### src/rtl/ans_delay_meas_fifo.sv
// UART answer-delay recorder: counts ticks from TX stop-bit done to first RX byte into a FIFO.
// Optional timeout detection is enabled with `define ANS_DLY_TIMEOUT_EN.
module ans_delay_meas_fifo #(
    parameter int unsigned CNT_W   = 16,
    parameter int unsigned DEPTH   = 4,
    parameter int unsigned MAX_DLY = 999,
    parameter int unsigned FILL_W  = 3
) (
    input  logic              clk,
    input  logic              rst,
    input  logic              p_SendFinished_i,
    input  logic              p_DataReceived_i,
    input  logic              p_tick_i,
    input  logic              n_rd_i,
    input  logic              n_clr_i,
`ifdef ANS_DLY_TIMEOUT_EN
    input  logic [CNT_W-1:0]  ans_delay_limit_i,
    output logic              p_timeout_o,
`endif
    output logic [CNT_W-1:0]  ans_delay_o,
    output logic              p_valid_o,
    output logic [FILL_W-1:0] fill_o,
    output logic              p_overflow_o
);

    localparam logic [CNT_W-1:0]  MaxDly   = CNT_W'(MAX_DLY);
    localparam logic [CNT_W-1:0]  Sentinel = '1;
    localparam logic [FILL_W-1:0] FillFull = FILL_W'(DEPTH);

    logic              flag_q, flag_d;
    logic [CNT_W-1:0]  cnt_q, cnt_d;
    logic [CNT_W-1:0]  mem_q [DEPTH];
    logic [CNT_W-1:0]  mem_d [DEPTH];
    logic [CNT_W-1:0]  shifted [DEPTH];
    logic [FILL_W-1:0] fill_q, fill_d;
    logic              ovf_q, ovf_d;
    logic              cnt_inc, timeout_evt, push, pop, wr_en;
    logic [CNT_W-1:0]  push_val;
    logic [FILL_W-1:0] widx;

    // Measurement interval and counter
    always_comb begin
        cnt_inc     = p_tick_i && flag_q && (cnt_q != MaxDly);
        timeout_evt = 1'b0;
`ifdef ANS_DLY_TIMEOUT_EN
        timeout_evt = cnt_inc && !p_SendFinished_i && n_clr_i && !p_DataReceived_i &&
                      (ans_delay_limit_i != '0) && ((cnt_q + CNT_W'(1)) == ans_delay_limit_i);
`endif
        cnt_d = cnt_q;
        if (p_SendFinished_i || !n_clr_i) begin
            cnt_d = '0;
        end else if (cnt_inc) begin
            cnt_d = cnt_q + CNT_W'(1);
        end
        flag_d = flag_q;
        if (p_SendFinished_i) begin
            flag_d = 1'b1;
        end else if (p_DataReceived_i || timeout_evt) begin
            flag_d = 1'b0;
        end
        push     = (p_DataReceived_i && flag_q) || timeout_evt;
        push_val = timeout_evt ? Sentinel : cnt_q;
    end

    // Shift-register FIFO; slots at and beyond fill_q are kept at zero so the head reads 0 when empty
    always_comb begin
        pop = !n_rd_i && (fill_q != '0);
        for (int i = 0; i < DEPTH - 1; i++) begin
            shifted[i] = mem_q[i+1];
        end
        shifted[DEPTH-1] = '0;
        mem_d  = mem_q;
        fill_d = fill_q;
        ovf_d  = ovf_q;
        wr_en  = 1'b0;
        widx   = '0;
        if (!n_clr_i) begin
            for (int i = 0; i < DEPTH; i++) begin
                mem_d[i] = '0;
            end
            fill_d = '0;
            ovf_d  = 1'b0;
        end else if (push && pop) begin
            mem_d = shifted;
            wr_en = 1'b1;
            widx  = fill_q - FILL_W'(1);
        end else if (push && (fill_q == FillFull)) begin
            mem_d = shifted;
            wr_en = 1'b1;
            widx  = FillFull - FILL_W'(1);
            ovf_d = 1'b1;
        end else if (push) begin
            wr_en  = 1'b1;
            widx   = fill_q;
            fill_d = fill_q + FILL_W'(1);
        end else if (pop) begin
            mem_d  = shifted;
            fill_d = fill_q - FILL_W'(1);
        end
        if (wr_en) begin
            for (int i = 0; i < DEPTH; i++) begin
                if (FILL_W'(i) == widx) begin
                    mem_d[i] = push_val;
                end
            end
        end
    end

    always_ff @(posedge clk or negedge rst) begin
        if (!rst) begin
            flag_q <= 1'b0;
            cnt_q  <= '0;
            fill_q <= '0;
            ovf_q  <= 1'b0;
            for (int i = 0; i < DEPTH; i++) begin
                mem_q[i] <= '0;
            end
        end else begin
            flag_q <= flag_d;
            cnt_q  <= cnt_d;
            fill_q <= fill_d;
            ovf_q  <= ovf_d;
            for (int i = 0; i < DEPTH; i++) begin
                mem_q[i] <= mem_d[i];
            end
        end
    end

`ifdef ANS_DLY_TIMEOUT_EN
    logic timeout_q;

    always_ff @(posedge clk or negedge rst) begin
        if (!rst) begin
            timeout_q <= 1'b0;
        end else begin
            timeout_q <= timeout_evt;
        end
    end

    assign p_timeout_o = timeout_q;
`endif

    assign ans_delay_o  = mem_q[0];
    assign p_valid_o    = (fill_q != '0);
    assign fill_o       = fill_q;
    assign p_overflow_o = ovf_q;

endmodule

### config.mk
export PLATFORM = sky130hd
export DESIGN_NAME = ans_delay_meas_fifo
export DESIGN_NICKNAME = d
export VERILOG_FILES = /design/src/rtl/ans_delay_meas_fifo.sv
export SDC_FILE = /design/constraint.sdc
export NUM_CORES = 1
export LEC_CHECK = 0
export ABC_AREA = 1
export BUFFER_PORTS_ARGS = -buffer_cell sky130_fd_sc_hd__buf_2
export CORE_ASPECT_RATIO = 1.4
export CORE_MARGIN = 1
export CORE_UTILIZATION = 65
export DETAILED_ROUTE_END_ITERATION = 12
export PLACE_DENSITY = 0.92
export SYNTH_ARGS = -nofsm -noshare
export SYNTH_HDL_FRONTEND = slang
export SYNTH_SLANG_ARGS = --single-unit
### constraint.sdc
create_clock -name clk -period 5.8 [get_ports clk]
set_input_delay 0.29 -clock clk [delete_from_list [all_inputs] [get_ports clk]]
set_output_delay 0.29 -clock clk [all_outputs]
set_load 0.05 [all_outputs]
Word level (Yosys, flattened, before mapping)
Cells that the tools add are included.
{"block": "totals", "register_bits": 85, "input_bits": 7, "output_inout_bits": 21, "word_cells": 65}
{"block": "op_classes", "add_sub_neg": 3, "n_eq_ne": 9, "mux": 30, "reduce_logical": 15}
{"op": "$mux 64", "n": 6}
{"op": "$mux 16", "n": 6}
{"op": "$mux 3", "n": 9}
{"op": "$add 16x1->16 const B", "n": 1}
{"op": "$ne 16x10->1 const B", "n": 1}
{"op": "$mux 1", "n": 9}
{"op": "$eq 2x3->1 const A", "n": 2}
{"op": "$logic_and 1x1->1", "n": 6}
{"op": "$ne 2x2->1 const B", "n": 2}
{"op": "$reduce_bool 2->1", "n": 2}
{"op": "$add 3x1->3 const B", "n": 1}
{"op": "$eq 1x3->1 const A", "n": 1}
{"op": "$eq 3x3->1 const B", "n": 1}
{"op": "$logic_not 3->1", "n": 1}
{"op": "$ne 3x1->1 const B", "n": 1}
{"op": "$reduce_and 3->1", "n": 1}
{"op": "$reduce_bool 3->1", "n": 1}
{"op": "$sub 3x1->3 const B", "n": 1}
{"op": "$logic_not 1->1", "n": 2}
{"op": "$ne 2x1->1 const B", "n": 1}
{"op": "$reduce_and 2->1", "n": 1}
{"op": "$logic_or 1x1->1", "n": 1}

Logic depth before layout (Yosys ltp)
Gate-level depths: netlist (run 1).
{"block": "logic_depth", "depth_word": 9, "ltp_mapped": 13, "ltp_nobuf": 11}

Least setup slack after synthesis (run 1)
No wires, ideal clock.
{"block": "synth_timing", "kind": "register to register", "from": "reg fill_q[0] (netlist: fill_o[0])", "to": "reg mem_q, in the netlist ans_delay_o[14]", "setup_time_ns": 0.117, "arrival_ns": 2.512, "t_required_ns": 5.683, "slack_ns": 3.171, "stages_incl_launch_ff": 13, "path_buffers": 2, "period_less_slack_ns": 2.629, "cell_sequence": "dfrtp_1 inv_1 ha_1 nand2_1 nand2_1 nor2_1 nor2_1 nand2_1 buf_2 nand4_2 buf_2 nand2_1 nand2_1"}
{"element": "from (decl)", "line": "35", "text": "logic [FILL_W-1:0] fill_q, fill_d;"}
{"element": "from (signal assigned)", "line": "121", "text": "fill_q <= fill_d;"}
{"element": "to (signal, indexed assignment)", "line": "124", "text": "mem_q[i] <= mem_d[i];"}
{"element": "to (decl)", "line": "32", "text": "logic [CNT_W-1:0] mem_q [DEPTH];"}

==> flow_results.org, run 1 <==
** Setup path
- For the worst setup path, the data required time is 6.05 ns.
- Along the worst path, the maximum fanout reaches 29.
- The setup check on the worst reg-to-reg path leaves a slack of 1.90 ns.
- Type of element capturing the critical path :: flip-flop
- STA classifies the critical path startpoint as a flip-flop.
- Data arrival time at the worst-slack endpoint :: 4.15 ns
- The startpoint identified for the worst register-to-register timing path is fill_o[0]$_DFFE_PN0P_.
- In this run the critical register-to-register path is captured at mem_q[29]$_DFF_PN0_.
- The number of cells on the worst reg-to-reg path is 11.
- The critical path is of the reg -> reg type.

** Timing
- Worst-Margin Slew :: 1.13 ns
- The worst pin sits at a relative slew slack of 0.247.
- Timing would allow up to 256 MHz.
- In the final timing run, aggregate negative setup slack is 0 ns.
- Between clock sinks in the finished design, the worst skew comes to 0.00854 ns.
- Final-report max-slew violation count :: 0
- Final setup violating endpoints :: 0
- The clock period could shrink to 3.90 ns.
- On the final layout, the worst hold slack is 0.0910 ns.
- Final-report hold violation count :: 0
- Of the available clock period, the critical path in the final layout requires 0.673.
- Setup repair after global routing left no endpoint under its margin.

** Floorplanning
- The initial utilization of the core area, before any placement, comes to 0.666.
- Floorplan die height :: 104 um
- Number of placement rows :: 37
- The floorplan step defined a die boundary enclosing 0.00785 mm2.
- Number of ports placed on the die boundary :: 28
- Core Footprint :: 0.00731 mm2
- The die is 75.2 um wide.

** Route
- In this run, the number of DRC markers left after iteration 0 of detailed routing was 573.
- Before antenna repair, the detailed router went through 5 iterations.
- Final routed wirelength across all metal layers :: 12.6 mm
- In the final routed layout, each cell accounts on average for 16.4 um.
- Via count :: 4,636
- Number of design rule violations left after detail routing :: 0
- Final ANT Viol Nets :: 0
- Dividing the detail-routed via count by the number of cells gives 6.06.

** Cells and area
- Share of cells above drive strength 1 :: 0.0898
- In the final design database the tool counted 675 nets.
- Antenna Cells :: 0
- Area Overhead vs Synth :: 3.41%
- In the final layout, the multi-input gates occupy 0.00227 mm2.
- Filler Cells Inserted :: 594
- Once layout is complete, the utilization of the core stands at 0.689.
- The library cells used most frequently in the layout, excluding fill and tap cells, are 175 x sky130_fd_sc_hd__nand2_1, 94 x sky130_fd_sc_hd__nor2_1, 85 x sky130_fd_sc_hd__dfrtp_1.
- Registers take 0.00213 mm2.
- Leading cell type in the layout, fill and taps excluded :: sky130_fd_sc_hd__nand2_1

** Global routing
- Gr ovfl total :: 0
- In the global route stage, overall resource usage came out at 0.350.
- Entering global routing, the biggest net connects 86 pins.
- Initial antenna violation count :: 0
- First-pass GRT wire length :: 20.6 mm
- The via count of the first global-routing pass was 4,407.

** Power and ir drop
- Dividing total power by cell area gives a power density of 398 mW/mm2.
- Internal Power :: 1.11 mW
- In this run the power spent charging and discharging nets is 0.900 mW.
- Of the total power, registers draw 0.384.
- Peak VDD IR :: 0.000272 V
- After layout, the design draws a total of 2.01 mW.
- Static power due to leakage :: 2.48 nW
- The share of total power dissipated in the clock network is 0.203.
- Of the total power, the share spent switching nets is 0.449.
- Portion of total power attributed to combinational logic :: 0.412

** Clock network
- Root cell of the clock tree :: sky130_fd_sc_hd__clkbuf_8
- Inserted Clock Buffers :: 9
- Clock network latency to the later pin of the worst-skew pair :: 0.37 ns
- The H-tree generated during clock tree synthesis spans 3 levels.
- Clock tree synthesis found a total of 85 sinks.
- The clock passes through at most 2 buffers.
- Number of buffers inserted by post-CTS setup repair :: 0
- TritonCTS built the clock tree.
- CTS resizes :: 0
- Clock-pin slew was measured on the worst setup and hold paths at 0.08 ns.
- Post-CTS Hold Fix Bufs :: 0

** Placed design
- Summed over all nets, the half-perimeter wirelength after detailed placement is 8.21 mm.
- During placement, the flow inserted port buffers numbering 27.
- Final weighted congestion of routability-driven global placement :: 0.981

** Synth
- When the netlist entered floorplanning its net count stood at 692.
- Yosys attributes the largest share of cell area to sky130_fd_sc_hd__dfrtp_1 44%, sky130_fd_sc_hd__nand2_1 14%, sky130_fd_sc_hd__nor2_1 7.3%, sky130_fd_sc_hd__nand3_1 6.1%, sky130_fd_sc_hd__o21ai_0 5.5%.
- Synthesized cell area :: 0.00487 mm2
- The share of the Yosys chip area taken by registers is 0.436.
- Warnings from Yosys :: 0
- Share of Yosys cell area claimed by the top area cell type :: 0.436
- Post-synthesis cell count :: 681
- Post-synthesis register bit count :: 85
- Cell type with the highest aggregate area in the netlist :: sky130_fd_sc_hd__dfrtp_1
- Averaged over all synthesized cells, the footprint is 7.16 um2.
- The number of different library cells used by synthesis comes to 31.

** Min path
- Hold/Removal Path Class :: in -> async

** Flow run
- Count of maximum capacitance violations :: 0

** Outcome
- Run status :: complete, no violations
cells by family after synthesis:
family	share of synthesized area
AO/OA/AOI/OAI	0.108
XOR/XNOR	0.00359
adder cells (fa/ha/maj)	0.0103
buffers and inverters	0.0986
flip-flops	0.436
AND/OR/NAND/NOR	0.343
cell type report:
type                            instances  share of cell area
Multi-Input combinational cell        491               0.451
Sequential cell                        85               0.422
Inverter                               46              0.0343
Timing Repair Buffer                   31              0.0333
Clock buffer                           10              0.0253
Tap cell                               97              0.0241
Clock inverter                          5              0.0104
worst max path at each step:
stage | from | to | slack (ns) | cells past startpoint
CTS | fill_o[0]$_DFFE_PN0P_ | mem_q[25]$_DFF_PN0_ | 2.04 | 11
global route | fill_o[0]$_DFFE_PN0P_ | mem_q[30]$_DFF_PN0_ | 1.56 | 11
global placement | fill_o[0]$_DFFE_PN0P_ | mem_q[19]$_DFF_PN0_ | 2.34 | 11
detailed placement | fill_o[0]$_DFFE_PN0P_ | mem_q[25]$_DFF_PN0_ | 2.08 | 11
floorplan | fill_o[0]$_DFFE_PN0P_ | ans_delay_o[14]$_DFF_PN0_ | 3.17 | 12
finish | fill_o[0]$_DFFE_PN0P_ | mem_q[29]$_DFF_PN0_ | 1.90 | 11
synthesized netlist by cell type:
cell type                    n
sky130_fd_sc_hd__buf_1       3
sky130_fd_sc_hd__nand4_2     1
sky130_fd_sc_hd__or2_2       1
sky130_fd_sc_hd__o21ai_1     7
sky130_fd_sc_hd__buf_4      18
sky130_fd_sc_hd__nand4_1    28
sky130_fd_sc_hd__dfrtp_1    85
sky130_fd_sc_hd__nor2_2      2
sky130_fd_sc_hd__clkbuf_2    1
sky130_fd_sc_hd__a21oi_2     1
sky130_fd_sc_hd__nand3_2     2
sky130_fd_sc_hd__nand2_1   176
sky130_fd_sc_hd__clkbuf_1   23
sky130_fd_sc_hd__o31ai_1     1
sky130_fd_sc_hd__a211oi_1   11
sky130_fd_sc_hd__ha_1        4
sky130_fd_sc_hd__buf_2      14
sky130_fd_sc_hd__xor2_1      1
sky130_fd_sc_hd__nand3_1    59
sky130_fd_sc_hd__o211ai_1    1
sky130_fd_sc_hd__a21oi_4     1
sky130_fd_sc_hd__a21oi_1    18
sky130_fd_sc_hd__inv_1      44
sky130_fd_sc_hd__nor2_1     95
sky130_fd_sc_hd__nand2_2     3
sky130_fd_sc_hd__inv_2       2
sky130_fd_sc_hd__nor3_1     22
sky130_fd_sc_hd__o21ai_0    54
sky130_fd_sc_hd__and2_1      1
sky130_fd_sc_hd__o21bai_1    1
sky130_fd_sc_hd__xnor2_1     1
critical path, stage by stage, from the launching register on:
cell,delay [ns]
sky130_fd_sc_hd__dfrtp_1,0.43
sky130_fd_sc_hd__inv_1,0.13
sky130_fd_sc_hd__ha_1,0.24
sky130_fd_sc_hd__nand2_1,0.14
sky130_fd_sc_hd__nand2_1,0.15
sky130_fd_sc_hd__nor2_1,0.07
sky130_fd_sc_hd__nor2_1,0.10
sky130_fd_sc_hd__nand2_1,0.47
sky130_fd_sc_hd__inv_1,0.84
sky130_fd_sc_hd__nand3_1,0.81
sky130_fd_sc_hd__nand2_1,0.29
sky130_fd_sc_hd__nand2_1,0.09
per-stage QoR:
| stage | setup WS [ns] | std cells | cell area, um2 |
|---|---|---|---|
| floorplan | 3.17 | 681 | 4870 |
| global placement | 2.34 | 750 | 4860 |
| detailed placement | 2.08 | 750 | 4860 |
| CTS | 2.04 | 765 | 5040 |
| global route | 1.56 | 765 | 5040 |
| finish | 1.90 | 765 | 5040 |
metal layers:
layer  global-route usage  wire length [um]  up-vias
met5                    0                 0        -
met3               0.0640               955       61
li1                     -                 -     2172
met1                0.429              4760     2137
met2                0.548              6160      266
met4                0.233               684        0
power groups by stage:
stage,registers (mW),clock network [mW],logic (mW)
floorplan,0.796,0,0.670
global placement,0.774,0,0.784
detailed placement,0.781,0,0.811
CTS,0.770,0.411,0.816
global route,0.786,0.432,0.914
finish,0.771,0.408,0.827
sequential cells by signal, indices dropped and copies added, names as in the netlist:
signal	count
p_overflow_o	1
fill_o	3
flag_q	1
cnt_q	16
mem_q	48
ans_delay_o	16
Power figures use the tool's default switching activity.
==> inputs of run 2 (changes only) <==
- CORE_UTILIZATION: 65 -> 55
- PLACE_DENSITY: 0.92 -> 0.84
- clock period: 5.8 -> 3.55 ns (I/O delays scaled with it)
==> flow_results.org, run 2 (synthesis results as in run 1) <==
** Clock network
- The latest clock arrival within the worst-skew pair is 0.35 ns (-0.02 ns).
- CTS resizes :: 0 (unchanged)
- The setup fix buffers added after clock tree synthesis was 0 (unchanged).
- Maximum number of buffers from clock root to sink :: 2 (unchanged)
- Maximum level of the CTS H-tree :: 3 (unchanged)
- In this run the clock root is driven by a sky130_fd_sc_hd__clkbuf_16.
- Reg clk slew, reported paths :: 0.07 ns (about the same)
- Clock tree from TritonCTS :: done
- Total number of clock tree sinks :: 85 (unchanged)
- The number of CTS-inserted buffers came to 9 (unchanged).
- The total of hold buffers inserted after clock tree synthesis came to 0 (unchanged).

** Timing
- Unrepaired setup endpoints after global routing :: no
- The number of max-slew violations in the final report came to 0 (unchanged).
- The final period demand of the worst path came to 2.89 ns (-1.01 ns).
- Final-report hold violation count :: 0 (unchanged)
- Slew margin rel. :: 0.165 (-0.0815)
- Final period utilization :: 0.815 (+0.142)
- Final setup violating endpoints :: 0 (unchanged)
- Hold Worst Slack :: 0.0236 ns (-0.0674 ns)
- Maximum clock skew at final layout :: 0.00831 ns (-0.000223 ns)
- Worst-Margin Slew :: 1.25 ns (+0.122 ns)
- Setup TNS :: 0 ns (unchanged)
- The maximum achievable frequency was 346 MHz (+35%).

** Floorplanning
- The area enclosed by the die boundary was 0.00925 mm2 (+18%).
- The vertical die dimension is 113 um (+8.5%).
- Chip width :: 81.6 um (+8.5%)
- Number of placement rows :: 40 (+8.1%)
- Core Footprint :: 0.00861 mm2 (+18%)
- The starting utilization of the core area is 0.566 (-0.100).
- Number of ports placed on the die boundary :: 28 (unchanged)

** Route
- Post-DR vias/cell :: 5.91 (-2.5%)
- Post-DR wirelength/cell :: 16.0 um (-2.4%)
- The number of DRC violations after detailed routing came to 0 (unchanged).
- Iter 0 DRT Violations :: 499 (-13%)
- The final routed wirelength across all metal layers is 12.5 mm (-0.84%).
- Number of iterations in the first detailed-routing pass :: 5 (unchanged)
- The total number of vias is 4,593 (-0.93%).
- Final ANT Viol Nets :: 0 (unchanged)

** Flow run
- The number of max-capacitance violations reported was 0 (unchanged).

** Cells and area
- Top reg by flops :: mem_q
- Number of cells in the finished layout apart from fillers :: 777 (+1.6%)
- Leading cell types in the layout, fill and taps excluded :: 175 x sky130_fd_sc_hd__nand2_1, 94 x sky130_fd_sc_hd__nor2_1, 85 x sky130_fd_sc_hd__dfrtp_1
- The number of antenna repair diodes was 0 (unchanged).
- Leading cell type in the layout, fill and taps excluded :: sky130_fd_sc_hd__nand2_1
- Max FFs per register :: 48 (unchanged)
- Relative to the synthesized area, the layout overhead comes to 6.60%.
- Share of cells above drive strength 1 :: 0.0967 (+0.00691)
- Multi-input combinational cell area :: 0.00227 mm2 (unchanged)
- Sequential cell area :: 0.00213 mm2 (unchanged)
- The number of fillers in the final layout is 748 (+26%).
- The area of all placed cells without fillers came to 0.00520 mm2 (+3.1%).
- Total Nets Final :: 678 (+0.44%)

** Global routing
- The wire length of the first global-routing pass was 20.8 mm (+0.77%).
- The number of antenna violations at the first check in global routing is 0 (unchanged).
- The via count of the first global-routing pass was 4,496 (+2.0%).
- Total routing resource utilization after global routing :: 0.293 (-0.0563)
- Gr ovfl total :: 0 (unchanged)
- The maximum number of pins on one net before global-route repair was 86 (unchanged).

** Placed design
- The HPWL after detailed placement was 7.89 mm (-3.9%).
- The cell area after placement came to 0.00489 mm2 (+0.67%).
- Final weighted congestion of routability-driven global placement :: 0.918 (-6.4%)
- The total instance count after detailed placement is 761 (+1.5%).
- The number of buffer cells added on primary ports was 27 (unchanged).

** Setup path
- R2r startpoint :: fill_o[0]$_DFFE_PN0P_
- CP required :: 3.79 ns (-2.26 ns)
- The maximum fanout along the worst path is 21 (-28%).
- The worst setup path is captured at a flip-flop.
- The worst setup path is launched from a flip-flop.
- The worst setup path is of the reg -> reg kind.
- The critical path starts at fill_o[0]$_DFFE_PN0P_.
- Data arrival time at the worst-slack endpoint :: 3.14 ns (-1.01 ns)

** Power and ir drop
- Peak VDD IR :: 0.000464 V (+70%)
- Total design power :: 3.58 mW (+78%)
- The power per cell area came to 689 mW/mm2 (+73%).
- Static power due to leakage :: 2.55 nW (+2.8%)

** Min path
- The min-delay analysis places its worst path in the category in -> async.

** Outcome
- Run status :: complete, no violations
==> run 2: cell count changes in the layout (fill, tap and decap cells not counted) <==
cell,previous run,this run
sky130_fd_sc_hd__clkinv_2,3,1
sky130_fd_sc_hd__clkbuf_8,9,0
sky130_fd_sc_hd__inv_6,0,4
sky130_fd_sc_hd__buf_4,5,8
sky130_fd_sc_hd__clkbuf_16,0,9
sky130_fd_sc_hd__clkbuf_1,1,0
==> run 2: worst paths after layout <==
check                                           end  slack [ns]  cells after the start
min in group clk                 flag_q$_DFFE_PN0P_        0.06                      2
hold reg to reg            p_overflow_o$_DFFE_PN0P_        0.51                      2
setup / recovery                mem_q[19]$_DFF_PN0_        0.66                      8
hold / removal                 cnt_q[3]$_DFFE_PN0P_        0.02                      1
setup reg to reg                mem_q[19]$_DFF_PN0_        0.66                      8
max in group asynchronous       mem_q[32]$_DFF_PN0_        2.81                      1
==> run 2: power breakdown <==
part / switching (mW) / internal [mW] / total, mW
clock: 0.412 / 0.554 / 0.965
sequential: 0.106 / 1.15 / 1.26
combinational: 1.01 / 0.345 / 1.36
total: 1.53 / 2.05 / 3.58
==> run 2: worst max-delay path, cell delays in order (launching register included) <==
cell                      delay [ns]
sky130_fd_sc_hd__dfrtp_1        0.42
sky130_fd_sc_hd__inv_1          0.15
sky130_fd_sc_hd__ha_1           0.25
sky130_fd_sc_hd__nand2_1        0.12
sky130_fd_sc_hd__nand3_1        0.15
sky130_fd_sc_hd__nand2_1        0.13
sky130_fd_sc_hd__nand3_1        0.46
sky130_fd_sc_hd__nand3_1        0.71
sky130_fd_sc_hd__o21ai_1        0.39
==> run 2: metal layers <==
| metal | routed length (um) | GRT usage |
|---|---|---|
| met2 | 6340 | 0.474 |
| met3 | 777 | 0.0504 |
| met1 | 4890 | 0.364 |
| met4 | 443 | 0.165 |
| met5 | 0 | 0 |
==> run 2: stage by stage <==
| stage | setup slack, ns | util |
|---|---|---|
| 2_1_floorplan | 0.921 | - |
| 5_1_grt | 0.412 | 0.604 |
| 3_3_place_gp | 0.888 | 0.568 |
| 6_report | 0.657 | 0.604 |
| 3_5_place_dp | 0.707 | 0.568 |
| 4_1_cts | 0.704 | 0.604 |
==> run 2: final cells by class <==
| class | instances | share of cell area |
|---|---|---|
| Multi-Input combinational cell | 491 | 0.437 |
| Sequential cell | 85 | 0.409 |
| Clock buffer | 9 | 0.0433 |
| Timing Repair Buffer | 34 | 0.0366 |
| Inverter | 46 | 0.0332 |
| Tap cell | 105 | 0.0253 |
| Clock inverter | 7 | 0.0149 |
==> inputs of run 3 (changes only) <==
- CORE_UTILIZATION: 55 -> 61
- PLACE_DENSITY: 0.84 -> 0.88
- clock period: 3.55 -> 2.91 ns (I/O delays scaled with it)
==> flow_results.org, run 3 (synthesis results as in run 1) <==
** Outcome
- Run status :: finished, violations left
- Failing checks :: negative hold slack

** Setup path
- The setup path with the least slack is of type reg -> reg.
- Biggest fanout along the worst timing path :: 12 (-43%)
- Grouping stages by cell kind, the critical path spends the most delay in simple AND/OR/NAND/NOR gates.
- Data arrival time at the worst-slack endpoint :: 2.86 ns (-0.28 ns)
- Slowest cell on the critical path :: sky130_fd_sc_hd__nor2_2
- The required time of the worst setup path is 3.22 ns (-0.57 ns).
- R2r startpoint :: fill_o[0]$_DFFE_PN0P_
- Combined buffer and inverter count along the critical path :: 1 (unchanged)
- Type of element capturing the critical path :: flip-flop
- Register-to-Register Setup Slack :: 0.35 ns (-0.31 ns)
- The number of logic stages on the critical path including buffering was 9 (+1).
- Startpoint type of the worst setup path :: flip-flop
- Worst-path cell chain :: inv_1 > ha_1 > a21oi_2 > nand3_1 > nand3_1 > nand3_2 > nor2_2 > nand2_1 > nand2_1
- RR Endpoint :: ans_delay_o[0]$_DFF_PN0_
- The worst-case reg-to-reg path depth came to 9 (+1).
- The longest individual stage delay on the worst path came to 0.52 ns (-0.19 ns).

** Placed design
- Final weighted congestion of routability-driven global placement :: 1.00 (+9.4%)
- Hpwl dp :: 8.38 mm (+6.2%)
- The number of buffer cells added on primary ports was 27 (unchanged).

** Cells and area
- Total Nets Final :: 686 (+1.2%)
- The number of fillers in the final layout came to 629 (-16%).
- Share of cells above drive strength 1 :: 0.104 (+0.00769)
- The number of antenna repair diodes was 0 (unchanged).
- The library cell used most frequently in the layout, excluding fill and tap cells, is sky130_fd_sc_hd__nand2_1.
- Area Overhead vs Synth :: 6.13%
- The flip-flop count of the largest register, all copies and words added is 48 (unchanged).
- Top reg by flops :: mem_q
- Leading cell types in the layout, fill and taps excluded :: 175 x sky130_fd_sc_hd__nand2_1, 94 x sky130_fd_sc_hd__nor2_1, 85 x sky130_fd_sc_hd__dfrtp_1

** Clock network
- The setup fix buffers added after clock tree synthesis was 0 (unchanged).
- The maximum clock insertion buffer count was 2 (unchanged).
- The clock transition at the register clock pins on the worst setup and hold paths after CTS was 0.08 ns (about the same).
- Total number of clock tree sinks :: 85 (unchanged)
- The post-cts sizing count came to 0 (unchanged).
- The latest clock arrival within the worst-skew pair is 0.36 ns (about the same).
- Clock tree from TritonCTS :: done
- The number of CTS-inserted buffers was 9 (unchanged).
- The total of hold buffers inserted after clock tree synthesis was 2 (+2).
- Clock tree synthesis selected as its root buffer the cell sky130_fd_sc_hd__clkbuf_8.
- Maximum level of the CTS H-tree :: 3 (unchanged)

** Timing
- The final setup TNS was 0 ns (unchanged).
- Max Fclk :: 391 MHz (+13%)
- The number of max-slew violations in the final report is 0 (unchanged).
- The final period demand of the worst path is 2.56 ns (-0.334 ns).
- The headroom to the max-slew limit came to 0.282 (+0.117).
- Setup repair after global routing left no endpoint under its margin.
- Worst-Margin Slew :: 1.08 ns (-0.171 ns)
- Maximum clock skew at final layout :: 0.00507 ns (-0.00324 ns)
- The post-route clock period utilization was 0.880 (+0.0646).
- The minimum hold slack came to -0.0516 ns (-0.0752 ns).
- The final count of negative-setup-slack endpoints was 0 (unchanged).
- The hold violation count in the final report was 31 (+31).

** Floorplanning
- The number of top-level design ports is 28 (unchanged).
- The standard-cell row count is 38 (-5.0%).
- Die footprint :: 0.00836 mm2 (-9.6%)
- The starting utilization of the core area was 0.629 (+0.0627).
- The chip width was 77.6 um (-4.9%).
- Core Footprint :: 0.00775 mm2 (-10%)
- Floorplan die height :: 108 um (-5.0%)

** Route
- The total number of vias was 4,688 (+2.1%).
- The iteration-0 DRC count of the detailed router was 618 (+24%).
- The first-pass iteration count of the detailed router is 6 (+1).
- The average detailed-routed wire length per instance was 16.3 um (+1.5%).
- The final routed wirelength across all metal layers was 12.7 mm (+1.9%).
- The count of antenna-violating nets left after detailed routing is 0 (unchanged).
- Post-DR vias/cell :: 6.01 (+1.7%)
- Number of design rule violations left after detail routing :: 0 (unchanged)

** Power and ir drop
- Internal Power :: 2.27 mW (+10%)
- The peak supply drop was 0.000760 V (+64%).
- The part of the total power dissipated in sequential elements came to 0.379 (+0.027).
- The total power of the final layout came to 4.08 mW (+14%).
- Portion of total power attributed to combinational logic :: 0.420 (+0.041)
- The switching share of power was 0.444 (+0.0173).
- The static leakage came to 2.55 nW (about the same).
- The power per cell area came to 788 mW/mm2 (+14%).
- The share of total power in the clock network is 0.202 (-0.068).
- P_sw :: 1.81 mW (+19%)

** Global routing
- Gr ovfl total :: 0 (unchanged)
- Total routing resource utilization after global routing :: 0.336 (+0.0424)
- The maximum number of pins on one net before global-route repair came to 86 (unchanged).
- The wire length of the first global-routing pass is 21.5 mm (+3.5%).
- The number of antenna violations at the first check in global routing was 0 (unchanged).
- Vias in the first global route :: 4,565 (+1.5%)

** Min path
- Hold/Removal Path Class :: in -> async

** Flow run
- The number of max-capacitance violations reported is 0 (unchanged).
run 3: cell types whose count changed in the layout (fill, tap and decap cells not counted):
cell,previous run,this run
sky130_fd_sc_hd__dlygate4sd3_1,0,2
sky130_fd_sc_hd__buf_12,0,2
sky130_fd_sc_hd__clkinv_2,1,2
sky130_fd_sc_hd__inv_6,4,0
sky130_fd_sc_hd__buf_4,8,12
sky130_fd_sc_hd__clkbuf_8,0,13
sky130_fd_sc_hd__bufinv_16,1,0
sky130_fd_sc_hd__clkbuf_16,9,0
run 3: per-layer routing:
layer / part of all wire / vias to the layer above / global-route usage
li1: - / 2198 / -
met1: 0.39 / 2203 / 0.405
met2: 0.49 / 244 / 0.542
met3: 0.080 / 43 / 0.0839
met4: 0.036 / 0 / 0.195
met5: 0 / - / 0
run 3: cell type report:
type                       count  area (um2)  area share
timing repair buffer          42         280      0.0542
clock buffer                  13         179      0.0346
multi-input combinational    491        2270       0.439
sequential                    85        2130       0.411
clock inverter                 3        17.5     0.00339
tap                          100         125      0.0242
inverter                      46         173      0.0334
run 3: worst max path at each step:
stage	start	end	slack (ns)
after floorplan	fill_o[0]$_DFFE_PN0P_	ans_delay_o[14]$_DFF_PN0_	0.28
after global routing	fill_o[0]$_DFFE_PN0P_	ans_delay_o[0]$_DFF_PN0_	0.20
after detailed placement	fill_o[0]$_DFFE_PN0P_	ans_delay_o[0]$_DFF_PN0_	0.48
final	fill_o[0]$_DFFE_PN0P_	ans_delay_o[0]$_DFF_PN0_	0.35
after global placement	fill_o[0]$_DFFE_PN0P_	ans_delay_o[0]$_DFF_PN0_	0.47
after CTS	fill_o[0]$_DFFE_PN0P_	ans_delay_o[0]$_DFF_PN0_	0.45
run 3: power groups by stage:
stage / sequential, mW / clock, mW / combinational (mW)
6_report: 1.54 / 0.823 / 1.71
5_1_grt: 1.57 / 0.876 / 1.88
4_1_cts: 1.54 / 0.830 / 1.69
3_5_place_dp: 1.56 / 0 / 1.68
3_3_place_gp: 1.55 / 0 / 1.64
2_1_floorplan: 1.59 / 0 / 1.33
run 3: stage by stage:
step	setup slack (ns)	utilization	area, um2	hold WS [ns]	instances
floorplan	0.281	-	4870	-0.150	681
finish	0.350	0.668	5170	-0.0516	780
detailed placement	0.479	0.640	4960	0.369	762
global placement	0.465	0.640	4960	0.362	762
global route	0.195	0.668	5170	0.0259	780
CTS	0.452	0.668	5170	0.0126	780
